## config.mk

```make
export PLATFORM = sky130hd
export DESIGN_NAME = pipe_stage_reg
export DESIGN_NICKNAME = d
export VERILOG_FILES = /design/src/rtl/pipe_stage_reg.sv
export SDC_FILE = /design/constraint.sdc
export NUM_CORES = 1
export LEC_CHECK = 0
export ABC_AREA = 1
export CAP_MARGIN = 20
export CORE_AREA = 2 2 155 157
export DETAILED_ROUTE_END_ITERATION = 16
export DIE_AREA = 0 0 157 159
export GPL_TIMING_DRIVEN = 0
export PLACE_DENSITY = 0.85
export SYNTH_ARGS = -nofsm -noshare
export SYNTH_HDL_FRONTEND = slang
export SYNTH_SLANG_ARGS = --single-unit
```

## constraint.sdc

```tcl
create_clock -name clk -period 1.6 [get_ports clk]
set_input_delay 0.32 -clock clk [delete_from_list [all_inputs] [get_ports clk]]
set_output_delay 0.32 -clock clk [all_outputs]
set_load 0.03 [all_outputs]
```

## src/rtl/pipe_stage_reg.sv

```systemverilog
// Valid/ready pipeline register between pipeline stages. Holds a payload and its control bits, and counts stall cycles.
// SKID=1 gives a two-entry skid stage whose in_ready is decoded from state only; SKID=0 gives a single register.
module pipe_stage_reg #(
  parameter int DATA_W = 101,
  parameter int CTRL_W = 6,
  parameter int SKID   = 1,
  parameter int CNT_W  = 16
) (
  input  logic              clk,
  input  logic              rst_n,
  input  logic              in_valid,
  output logic              in_ready,
  input  logic [DATA_W-1:0] in_data,
  input  logic [CTRL_W-1:0] in_ctrl,
  output logic              out_valid,
  input  logic              out_ready,
  output logic [DATA_W-1:0] out_data,
  output logic [CTRL_W-1:0] out_ctrl,
  input  logic              flush,
  input  logic              cnt_clr,
  output logic [CNT_W-1:0]  stall_cnt
);

  typedef enum logic [1:0] {EMPTY = 2'd0, ONE = 2'd1, TWO = 2'd2} state_e;

  logic [DATA_W-1:0] main_data_q;
  logic [CTRL_W-1:0] main_ctrl_q;
  logic              main_valid;
  logic              in_xfer;
  logic              out_xfer;

  assign in_xfer  = in_valid & in_ready;
  assign out_xfer = main_valid & out_ready;

  generate
    if (SKID != 0) begin : g_skid
      state_e            state_q;
      logic [DATA_W-1:0] skid_data_q;
      logic [CTRL_W-1:0] skid_ctrl_q;

      always_ff @(posedge clk or negedge rst_n) begin
        if (!rst_n) begin
          state_q     <= EMPTY;
          main_data_q <= '0;
          main_ctrl_q <= '0;
          skid_data_q <= '0;
          skid_ctrl_q <= '0;
        end else if (flush) begin
          state_q <= EMPTY;
        end else begin
          case (state_q)
            EMPTY: begin
              if (in_xfer) begin
                state_q     <= ONE;
                main_data_q <= in_data;
                main_ctrl_q <= in_ctrl;
              end
            end
            ONE: begin
              if (in_xfer && out_xfer) begin
                main_data_q <= in_data;
                main_ctrl_q <= in_ctrl;
              end else if (in_xfer) begin
                state_q     <= TWO;
                skid_data_q <= in_data;
                skid_ctrl_q <= in_ctrl;
              end else if (out_xfer) begin
                state_q <= EMPTY;
              end
            end
            TWO: begin
              // The older entry sits in main, so the skid entry is always next in line.
              if (out_xfer) begin
                state_q     <= ONE;
                main_data_q <= skid_data_q;
                main_ctrl_q <= skid_ctrl_q;
              end
            end
            default: state_q <= EMPTY;
          endcase
        end
      end

      assign main_valid = (state_q != EMPTY);
      assign in_ready   = (state_q != TWO);
    end else begin : g_flat
      logic valid_q;

      always_ff @(posedge clk or negedge rst_n) begin
        if (!rst_n) begin
          valid_q     <= 1'b0;
          main_data_q <= '0;
          main_ctrl_q <= '0;
        end else if (flush) begin
          valid_q <= 1'b0;
        end else if (in_xfer) begin
          valid_q     <= 1'b1;
          main_data_q <= in_data;
          main_ctrl_q <= in_ctrl;
        end else if (out_xfer) begin
          valid_q <= 1'b0;
        end
      end

      assign main_valid = valid_q;
      assign in_ready   = !valid_q | out_ready;
    end
  endgenerate

  // A bubble must never present live control bits such as MemWrite or RegWrite.
  assign out_valid = main_valid;
  assign out_data  = main_data_q;
  assign out_ctrl  = main_valid ? main_ctrl_q : '0;

  logic [CNT_W-1:0] stall_cnt_q;
  logic [CNT_W-1:0] stall_cnt_d;

  always_comb begin
    stall_cnt_d = stall_cnt_q;
    if (cnt_clr) begin
      stall_cnt_d = '0;
    end else if (main_valid && !out_ready && (stall_cnt_q != {CNT_W{1'b1}})) begin
      stall_cnt_d = stall_cnt_q + CNT_W'(1);
    end
  end

  always_ff @(posedge clk or negedge rst_n) begin
    if (!rst_n) begin
      stall_cnt_q <= '0;
    end else begin
      stall_cnt_q <= stall_cnt_d;
    end
  end

  assign stall_cnt = stall_cnt_q;

endmodule

```

After elaboration in Yosys (flattened, before gate mapping):

Index checks and enable logic that the tools add are counted.

* register bits after elaboration: 232
* bits of input ports: 113
* word-level logic and storage cells: 51

* $add $sub $neg: 1
* equality and inequality tests: 11
* mux-type cells: 18
* bitwise logic cells: 4
* reduce and logical (&&, ||, !) cells: 11

Operators with widths (number)
* 2-to-1 mux 101 bit: 3
* one-hot mux 101 bit (3 select lines): 1
* 2-to-1 mux 16 bit: 2
* 2-to-1 mux 6 bit: 4
* one-hot mux 6 bit (3 select lines): 1
* adder 16 x 1 -> 16 bit (second input constant): 1
* != test 16 bit (second input constant): 1
* 2-to-1 mux 2 bit: 6
* != test 3 bit (second input constant): 3
* != test 2 bit (second input constant): 4
* AND reduction 4 bit: 2
* one-hot mux 2 bit (3 select lines): 1
* AND reduction 5 bit: 1
* != test 4 bit (second input constant): 1
* nonzero test 2 bit: 2
* logical AND 1 bit: 3
* nonzero test 3 bit: 1
* bitwise AND 1 bit: 2
* equality test 2 x 1 -> 1 bit (second input constant): 1
* equality test 2 bit (second input constant): 1
* logical NOT 2 bit: 1
* inverter 1 bit: 2
* logical NOT 1 bit: 1

Depth between registers and ports, before layout:

Gate-level depths: netlist of the first run.

* word-level depth: 7
* mapped depth: 10
* depth with buffers taken out: 9

Worst setup path after synthesis of the first run:

Ideal clock, no wire load.

* path kind: reg-to-reg
* start: register stall_cnt_q[1] (netlist: stall_cnt[1])
* end: register stall_cnt_q[14] (netlist: stall_cnt[14])
* arrival: 1794 ps
* setup slack: -260 ps
* cell stages (with the launch flop): 11
* cell sequence: dfrtp_1 > ha_1 > nand2_1 > nor2_1 > nand2_1 > nor2_1 > nor2_1 > nor2_4 > buf_2 > nand2_1 > nand2_1

* word-level cells in the longest chain between the ends: 3
* elaborated cells between the ends (all ways): 6

RTL lines
* start, declared: RTL line 115 `logic [CNT_W-1:0] stall_cnt_q;`
* start signal, assigned: RTL line 131 `stall_cnt_q <= stall_cnt_d;`
* adder 16 x 1 -> 16 bit or != test 16 bit (tied branches): RTL line 123, 122
* 2-to-1 mux 16 bit or logical AND 1 bit (tied branches): RTL line 122 `end else if (main_valid && !out_ready && (stall_cnt_q != {CNT_W{1'b1}})) begin`
* 2-to-1 mux 16 bit or nonzero test 2 bit (tied branches)

Parallel ways exist; a longest one is shown, timed or not. The select of a mux whose other input is x is not followed.
A chain may end at the register's enable or synchronous reset.

Worst setup path after layout of the first run:

* start: register g_skid.state_q[1]
* end: register main_data_q[40] (netlist: out_data[40])

* word-level cells in the longest chain between the ends: 5
* elaborated cells between the ends (all ways): 14

RTL lines
* start, declared: RTL line 37 `state_e state_q;`
* start signal, assigned: RTL line 43 `state_q <= EMPTY;`
* start signal, assigned: RTL line 49 `state_q <= EMPTY;`
* start signal, assigned: RTL line 54 `state_q <= ONE;`
* != test 2 bit or nonzero test 2 bit (tied branches): RTL line 85, 84
* bitwise AND 1 bit, on equally long branches: RTL line 32, 33
* logical AND 1 bit: RTL line 60 `if (in_xfer && out_xfer) begin`
* != test 2 bit (no line)
* AND reduction 5 bit (no line)
* end signal, assigned: RTL line 55 `main_data_q <= in_data;`
* end signal, assigned: RTL line 61 `main_data_q <= in_data;`
* end signal, assigned: RTL line 75 `main_data_q <= skid_data_q;`
* end, declared: RTL line 26 `logic [DATA_W-1:0] main_data_q;`

Parallel ways exist; a longest one is shown, timed or not.

==> impl_metrics.yaml, run 1 <==
run_status:
  status: "complete, but fails checks"
  violations: "negative setup slack"
detailed_routing:
  wl_per_cell_um: 19.3
  wl_um: 36500
  drt_iter0_drc: 609
  post_drt_via_cell_ratio: 5.32
  drc: 0
  antenna_left: 0
  drt_pre_antenna_iters: 6
  dr_total_vias: 10100
sta:
  clock.fmax_ghz: 0.540
  fin_ws_ns: -0.253
  rsz0062_at_grt: "yes"
  holdWs_ns: 0.371
  tightest_slew_ns: 0.691
  skew_ns: 0.0105
  final_max_slew_viol_count: 0
  hold_viol_final: 0
  max-slew-margin-rel_pct: 53.9
  setup_viol: 252
  fin_crit_sh_pct: 116
  finalWorstPathRequiredPeriod_ns: 1.85
critical_path:
  critPathMaxFanout: 10
  worst_ep_required_time_ns: 1.99
  startpoint_type: "flip-flop"
  cp-end-kind: "flip-flop"
  worst_ep_arrival_time_ns: 2.25
  crit_type: "flip-flop to flip-flop"
yosys:
  synth_common_cells: "nand2_1 (254), dfrtp_1 (232), nor2_1 (167)"
  synth_top_family_by_area: "compound AO/OA/AOI/OAI gates"
  synth_area_leaders: "dfrtp_1 (57%), nand2_1 (9.3%), a21oi_1 (7.0%)"
  yosysUniqueCellTypes: 25
  yosysSeqAreaShare_pct: 56.6
  yosys.area.top_type: "dfrtp_1"
  synth_fp_nets: 1339
  synth-xor-area-share_pct: 0.427
  synth_fa_ha_area_share_pct: 0.122
  syn_avg_cell_area_sq_um: 8.38
  synthMuxAreaShare_pct: 0
  ys.flop_type: "dfrtp_1"
  syn_area_sq_um: 10300
  yosys_warnings: 0
  synth.most_common_cell: "nand2_1"
  synthCells: 1225
  synth_compound_area_share_pct: 17.4
  synth_simple_gate_area_share_pct: 17.3
  async_reset_ff_share_pct: 100
  ys_ff_latch: 232
  synth_edf_count: 0
  netlist.area_leader.share_pct: 56.6
place:
  port_buffers: 237
  place_area_sq_um: 13100
  place_congestion: 0.815
  dp_hpwl_um: 20200
  post-place-ws_ns: -0.857
floorplan:
  rows: 56
  core_area_sq_um: 23200
  die_h_um: 159
  initial_utilization_pct: 44.3
  io_pins: 238
  die_area_sq_um: 25000
  dieWidth_um: 157
finish:
  drive_gt1_share_pct: 31.4
  area_growth_pct: 62.5
  nets: 1665
  n_antenna_cell: 0
  postLayoutCellArea_sq_um: 16700
global_route:
  grt_max_degree: 118
  grt_pass1_vias: 10300
  grt_pass1_wl_um: 54500
  antenna_found_initial: 1
  overflow: 0
  track_usage_pct: 27.3
clock_tree:
  cts_buffers: 25
  cts_tree: "yes"
  htreeDepth: 1
  clk_latency_ns: 0.52
  numClockSinks: 232
  cts_root_buffer: "clkbuf_16"
  clkTransAtPathRegs_ns: 0.06
  clk_path_buf_depth: 3
power_and_ir_drop:
  power_density_nw_per_um2: 1360
  ir_worst_vdd_mv: 1.12
  p_leak_nw: 7.38
  finalPower_mw: 22.7
run:
  maxCapViolations: 0
min_path:
  hold_class: "input port to async pin"
## state kept, by name, indices dropped and copies added, names as in the netlist
register and count:
main_ctrl_q 6, g_skid.state_q 2, g_skid.skid_data_q 101, stall_cnt 16, g_skid.skid_ctrl_q 6, out_data 101
## cells in the final DEF (no fill, tap or decap), drive strengths merged, types with 59 or more instances in the layout
master / Yosys / routed
a21oi: 144 / 144
buf: 44 / 131
clkbuf: 28 / 59
clkdlybuf4s15: 0 / 90
clkdlybuf4s50: 0 / 110
dfrtp: 232 / 232
inv: 135 / 135
nand2: 255 / 255
nor2: 168 / 168
o21a: 59 / 59
o21ai: 122 / 122
## final timing paths
| check | cells after the start | slack (ns) | start | end |
|---|---|---|---|---|
| min in group clk | 3 | 0.37 | in_data[91] | g_skid.skid_data_q[91] |
| worst max-delay path | 8 | -0.25 | g_skid.state_q[1] | out_data[40] |
| worst min-delay path | 2 | 0.37 | rst_n | out_data[11] |
| max in group asynchronous | 3 | 0.18 | rst_n | g_skid.skid_data_q[47] |
| worst max register to register | 8 | -0.25 | g_skid.state_q[1] | out_data[40] |
| worst min register to register | 2 | 0.49 | g_skid.skid_data_q[70] | g_skid.skid_data_q[70] |
## repair_timing
action | in CTS | in global routing
buffers inserted | 36 | 7
hold buffers | 1 | 0
endpoints found under the setup margin | 355 | 409
pin swaps | 32 | 23
endpoints found under the hold margin | 116 | 0
gates resized for setup | 728 | 262
gates cloned | 24 | 2
## worst max-delay path, cell delays in order, from the launching register on
cell and delay [ns]:
dfrtp_1 0.41, buf_4 0.16, nand2_4 0.08, buf_4 0.15, clkinv_8 0.09, buf_12 0.16, clkbuf_2 0.19, o21ai_0 0.37
a21oi_2 0.10
## routing by layer
layer	up-vias	GRT usage, %	wire length (um)
li1	4581	-	-
met5	-	0	13
met4	2	9.47	1340
met2	432	47.0	18600
met1	4940	34.8	14300
met3	98	4.55	2210
## through the flow
step | util [%] | instances | TNS (ns)
2_1_floorplan | - | 1225 | -0.149
3_3_place_gp | 56.4 | 1781 | -2351.60
3_5_place_dp | 56.6 | 1782 | -162.28
4_1_cts | 68.9 | 1888 | -20.63
5_1_grt | 71.9 | 1888 | -36.84
6_report | 71.9 | 1888 | -19.27
## power breakdown
| group | internal (mW) | switching (mW) | leakage (nW) |
|---|---|---|---|
| clock network | 3.20 | 2.42 | 0.386 |
| registers | 7.63 | 1.24 | 2.68 |
| logic | 3.52 | 4.71 | 4.32 |
| total | 14.4 | 8.37 | 7.38 |
## logic make-up after synthesis
group / after synthesis
compound gates: 327
xor+xnor: 5
fa+ha+maj: 1
buf+inv: 207
flops: 232
simple gates: 453
## cell type report
cell class / instances / area (sq um)
repair buffers: 300 / 3440
well taps: 319 / 399
clock inverters: 7 / 43.8
multi-input cells: 786 / 4790
plain buffers: 71 / 918
fillers: 1555 / 6520
inverters: 135 / 527
flip-flops and latches: 232 / 5820
clock buffers: 38 / 744
(Power assumes the default switching activity.)
==> inputs of run 2 (changes only) <==
SLEW_MARGIN = 30   (was default)
==> impl_metrics.yaml, run 2 (synthesis results as in run 1) <==
clock_tree:
  cts_root_buffer: "clkbuf_16"
  clk_path_buf_depth: 3
  htreeDepth: 1
  cts_tree: "yes"
  clkTransAtPathRegs_ns: 0.07
  cts_buffers: 25
  clk_latency_ns: 0.52
  numClockSinks: 232
global_route:
  grt_max_degree: 88
  grt_pass1_vias: 9921
  antenna_found_initial: 0
  overflow: 0
  track_usage_pct: 25.8
  grt_pass1_wl_um: 51700
sta:
  hold_viol_final: 0
  fin_crit_sh_pct: 116
  max-slew-margin-rel_pct: 66.8
  clock.fmax_ghz: 0.538
  finalWorstPathRequiredPeriod_ns: 1.86
  skew_ns: 0.0161
  tightest_slew_ns: 0.498
  holdWs_ns: 0.353
  fin_ws_ns: -0.260
  setup_viol: 236
  rsz0062_at_grt: "yes"
  final_max_slew_viol_count: 0
detailed_routing:
  post_drt_via_cell_ratio: 5.36
  drc: 0
  drt_pre_antenna_iters: 7
  antenna_left: 0
  wl_per_cell_um: 19.8
  dr_total_vias: 10300
  wl_um: 37800
  drt_iter0_drc: 680
critical_path:
  critPathMaxFanout: 5
  worst_ep_required_time_ns: 2.05
  crit_type: "flip-flop to flip-flop"
  startpoint_type: "flip-flop"
  worst_ep_arrival_time_ns: 2.31
  cp-end-kind: "flip-flop"
finish:
  ff_latch_area_sq_um: 5820
  layout_commonest_cell: "dfrtp_1"
  drive_gt1_share_pct: 38.0
  n_antenna_cell: 0
  stdcell_count: 1914
  nets: 1691
  final_cell_mix: "dfrtp_1 (222), nand2_1 (221), inv_1 (131)"
  area_growth_pct: 63.5
  postLayoutCellArea_sq_um: 16800
  multi_input_area_sq_um: 4970
  fillCellCount: 1508
floorplan:
  dieWidth_um: 157
  io_pins: 238
  rows: 56
  initial_utilization_pct: 44.3
  core_area_sq_um: 23200
  die_area_sq_um: 25000
  die_h_um: 159
run_status:
  violations: "negative setup slack"
  status: "complete, but fails checks"
min_path:
  hold_class: "input port to async pin"
place:
  dpl.cell_count: 1783
  dp_hpwl_um: 20300
  port_buffers: 237
  place_area_sq_um: 13100
  place_congestion: 0.815
power_and_ir_drop:
  power_density_nw_per_um2: 1360
  ir_worst_vdd_mv: 0.895
  p_leak_nw: 7.56
run:
  maxCapViolations: 0
[run 2: metal layers]
layer	vias up	part of all wire, %	wire length, um	track usage [%]
li1	4620	-	-	-
met1	5025	40	14900	33.4
met5	-	0	0	0
met2	497	50	18700	42.8
met4	0	4.3	1620	10.0
met3	117	6.6	2510	5.01
[run 2: critical path, cell delays in order, from the launching register on]
cell and delay (ns):
dfrtp_1 0.42, inv_2 0.10, nand2_4 0.08, nand2_4 0.08, nand2_4 0.05, nor3_4 0.21
buf_6 0.15, buf_6 0.12, buf_8 0.15, buf_12 0.12, buf_8 0.12, nor2_1 0.07
a21oi_1 0.11
[run 2: timing repair]
item	4_1_cts	5_1_grt
buffers inserted	27	34
cloned	17	21
endpoints found under the setup margin	355	355
pin swaps	16	48
hold endpoints to repair	61	0
resized for setup	408	701
hold buffers	1	0
[run 2: path summary, 6_finish.rpt]
path                                            start                      to  depth (start not counted)  slack [ns]
min in group clk                          in_data[95]  g_skid.skid_data_q[95]                          3        0.37
worst max-delay path                g_skid.state_q[1]            out_data[35]                         12       -0.26
max in group asynchronous                       rst_n            stall_cnt[2]                          3        0.43
worst min register to register  g_skid.skid_data_q[3]   g_skid.skid_data_q[3]                          2        0.49
worst min-delay path                            rst_n            out_data[17]                          2        0.35
worst max register to register      g_skid.state_q[1]            out_data[35]                         12       -0.26
[run 2: cell type report]
| type | instances | share of cell area (%) |
|---|---|---|
| plain buffers | 67 | 4.93 |
| multi-input cells | 786 | 29.6 |
| repair buffers | 330 | 20.5 |
| flip-flops and latches | 232 | 34.7 |
| inverters | 135 | 3.12 |
| clock inverters | 8 | 0.291 |
| clock buffers | 37 | 4.53 |
| well taps | 319 | 2.38 |
[run 2: through the flow]
stage | util (%) | worst slack, ns | TNS (ns) | total power [mW]
6_report | 72.4 | -0.260 | -24.84 | 22.8
5_1_grt | 72.4 | -0.318 | -40.52 | 23.8
4_1_cts | 65.6 | -0.250 | -26.91 | 21.2
3_5_place_dp | 56.7 | -0.851 | -160.29 | 15.0
3_3_place_gp | 56.4 | -10.34 | -2351.60 | 14.8
2_1_floorplan | - | -0.0228 | -0.149 | 12.1
[run 2: power by group]
group	total, mW	switching, mW	internal [mW]
Combinational	8.28	4.88	3.40
Sequential	8.84	1.21	7.63
Clock	5.73	2.44	3.29
==> inputs of run 3 (changes only) <==
--- a/constraint.sdc
+++ b/constraint.sdc
@@ -3,2 +3,2 @@
 set_output_delay 0.32 -clock clk [all_outputs]
-set_load 0.03 [all_outputs]
+set_load 0.005 [all_outputs]
==> impl_metrics.yaml, run 3 (synthesis results as in run 1) <==
run_status:
  status: "complete, but fails checks"
  violations: "negative setup slack"
sta:
  tightest_slew_ns: 0.566
  final_max_slew_viol_count: 0
  holdWs_ns: 0.374
  clock.fmax_ghz: 0.573
  fin_ws_ns: -0.146
  setup_viol: 139
  max-slew-margin-rel_pct: 62.3
  finalWorstPathRequiredPeriod_ns: 1.75
  skew_ns: 0.0120
  rsz0062_at_grt: "yes"
  hold_viol_final: 0
  fin_crit_sh_pct: 109
place:
  port_buffers: 237
  place_congestion: 0.847
  dp_hpwl_um: 20400
floorplan:
  rows: 56
  die_area_sq_um: 25000
  core_area_sq_um: 23200
  dieWidth_um: 157
  initial_utilization_pct: 44.3
  io_pins: 238
  die_h_um: 159
critical_path:
  path_cells: "inv_2, nand2_8, buf_6, nor2_4, nor3_4, buf_12, buf_12, clkbuf_16, nor2_4, a21oi_2"
  cp-end-kind: "flip-flop"
  startpoint_type: "flip-flop"
  worst_ep_required_time_ns: 2.04
  worst_ep_arrival_time_ns: 2.18
  critPathMaxFanout: 8
  slowest_stage: "dfrtp_1"
  crit_type: "flip-flop to flip-flop"
  crit_buf_inv: 5
  path_delay_family: "buffers and inverters"
  cp_slowest_stage_delay_ns: 0.39
finish:
  final_cell_mix: "dfrtp_1 (227), nand2_1 (226), inv_1 (131)"
  area_growth_pct: 57.7
  drive_gt1_share_pct: 26.5
  layout_commonest_cell: "dfrtp_1"
  nets: 1686
clock_tree:
  htreeDepth: 1
  clk_path_buf_depth: 3
  cts_tree: "yes"
  cts_buffers: 25
  clk_latency_ns: 0.52
  numClockSinks: 232
  cts_root_buffer: "clkbuf_16"
  clkTransAtPathRegs_ns: 0.06
detailed_routing:
  wl_um: 35000
  drt_pre_antenna_iters: 5
  wl_per_cell_um: 18.3
  drt_iter0_drc: 659
  dr_total_vias: 10200
  antenna_left: 0
  post_drt_via_cell_ratio: 5.32
  drc: 0
power_and_ir_drop:
  power_density_nw_per_um2: 1280
  p_leak_nw: 7.36
  finalPower_mw: 20.8
  ir_worst_vdd_mv: 0.846
global_route:
  grt_pass1_wl_um: 51200
  track_usage_pct: 25.4
  overflow: 0
  grt_pass1_vias: 9940
  antenna_found_initial: 1
  grt_max_degree: 86
min_path:
  hold_class: "input port to async pin"
run:
  maxCapViolations: 0
## run 3: cell types whose count changed in the layout (fill, tap and decap cells not counted), moves of 34 or more
cell           before  now
clkbuf_2          106    9
o21ai_0            39  102
o21ai_1            72   18
dlygate4sd2_1       1  117
a21oi_1            15   54
buf_4              27   61
## run 3: layout make-up
type	count	area, sq um
fill	1598	7010
sequential	232	5810
clock inverter	9	103
clock buffer	35	713
timing repair buffer	322	3280
inverter	135	522
multi-input combinational	786	4600
tap	319	399
antenna	1	2.50
buffer	70	761
## run 3: worst paths after layout
| path | to | slack, ns | cells after the start | startpoint |
|---|---|---|---|---|
| setup / recovery | out_data[8] | -0.15 | 10 | g_skid.state_q[1] |
| hold / removal | out_data[12] | 0.37 | 2 | rst_n |
| setup reg to reg | out_data[8] | -0.15 | 10 | g_skid.state_q[1] |
| hold reg to reg | g_skid.skid_ctrl_q[4] | 0.49 | 2 | g_skid.skid_ctrl_q[4] |
| max in group asynchronous | g_skid.skid_data_q[75] | 0.41 | 3 | rst_n |
| min in group clk | g_skid.skid_data_q[9] | 0.39 | 3 | in_data[9] |
## run 3: timing repair
action                                 in CTS  in global routing
gates cloned                               10                 11
resized for setup                         366                273
endpoints found under the hold margin      69                  0
buffers inserted                           60                  6
setup endpoints to repair                 355                236
hold buffers                                1                  0
pin swaps                                   7                 38
## run 3: metal layers
metal  wire length, um  up-vias  track usage [%]
li1                  -     4600                -
met1             13800     5025             32.8
met5                 0        -                0
met3              2080       98             4.11
met4              1240        0             9.13
met2             17800      436             43.2
## run 3: where the power goes
group	internal (mW)	switching [mW]
Clock	3.42	2.39
Sequential	7.63	1.04
Combinational	3.20	3.10
Total	14.3	6.52
## run 3: stage by stage
stage                      TNS, ns  cells  worst slack, ns  cell area (sq um)  utilization [%]
final                       -10.35   1909           -0.146              16200             69.8
after CTS                    -8.19   1897           -0.157              15100             65.1
after global placement    -2359.37   1781            -9.46              13000             56.2
after global routing        -28.26   1909           -0.227              16200             69.8
after detailed placement   -180.90   1783            -1.07              13100             56.5
after floorplan                  0   1225          0.00465              10300                -
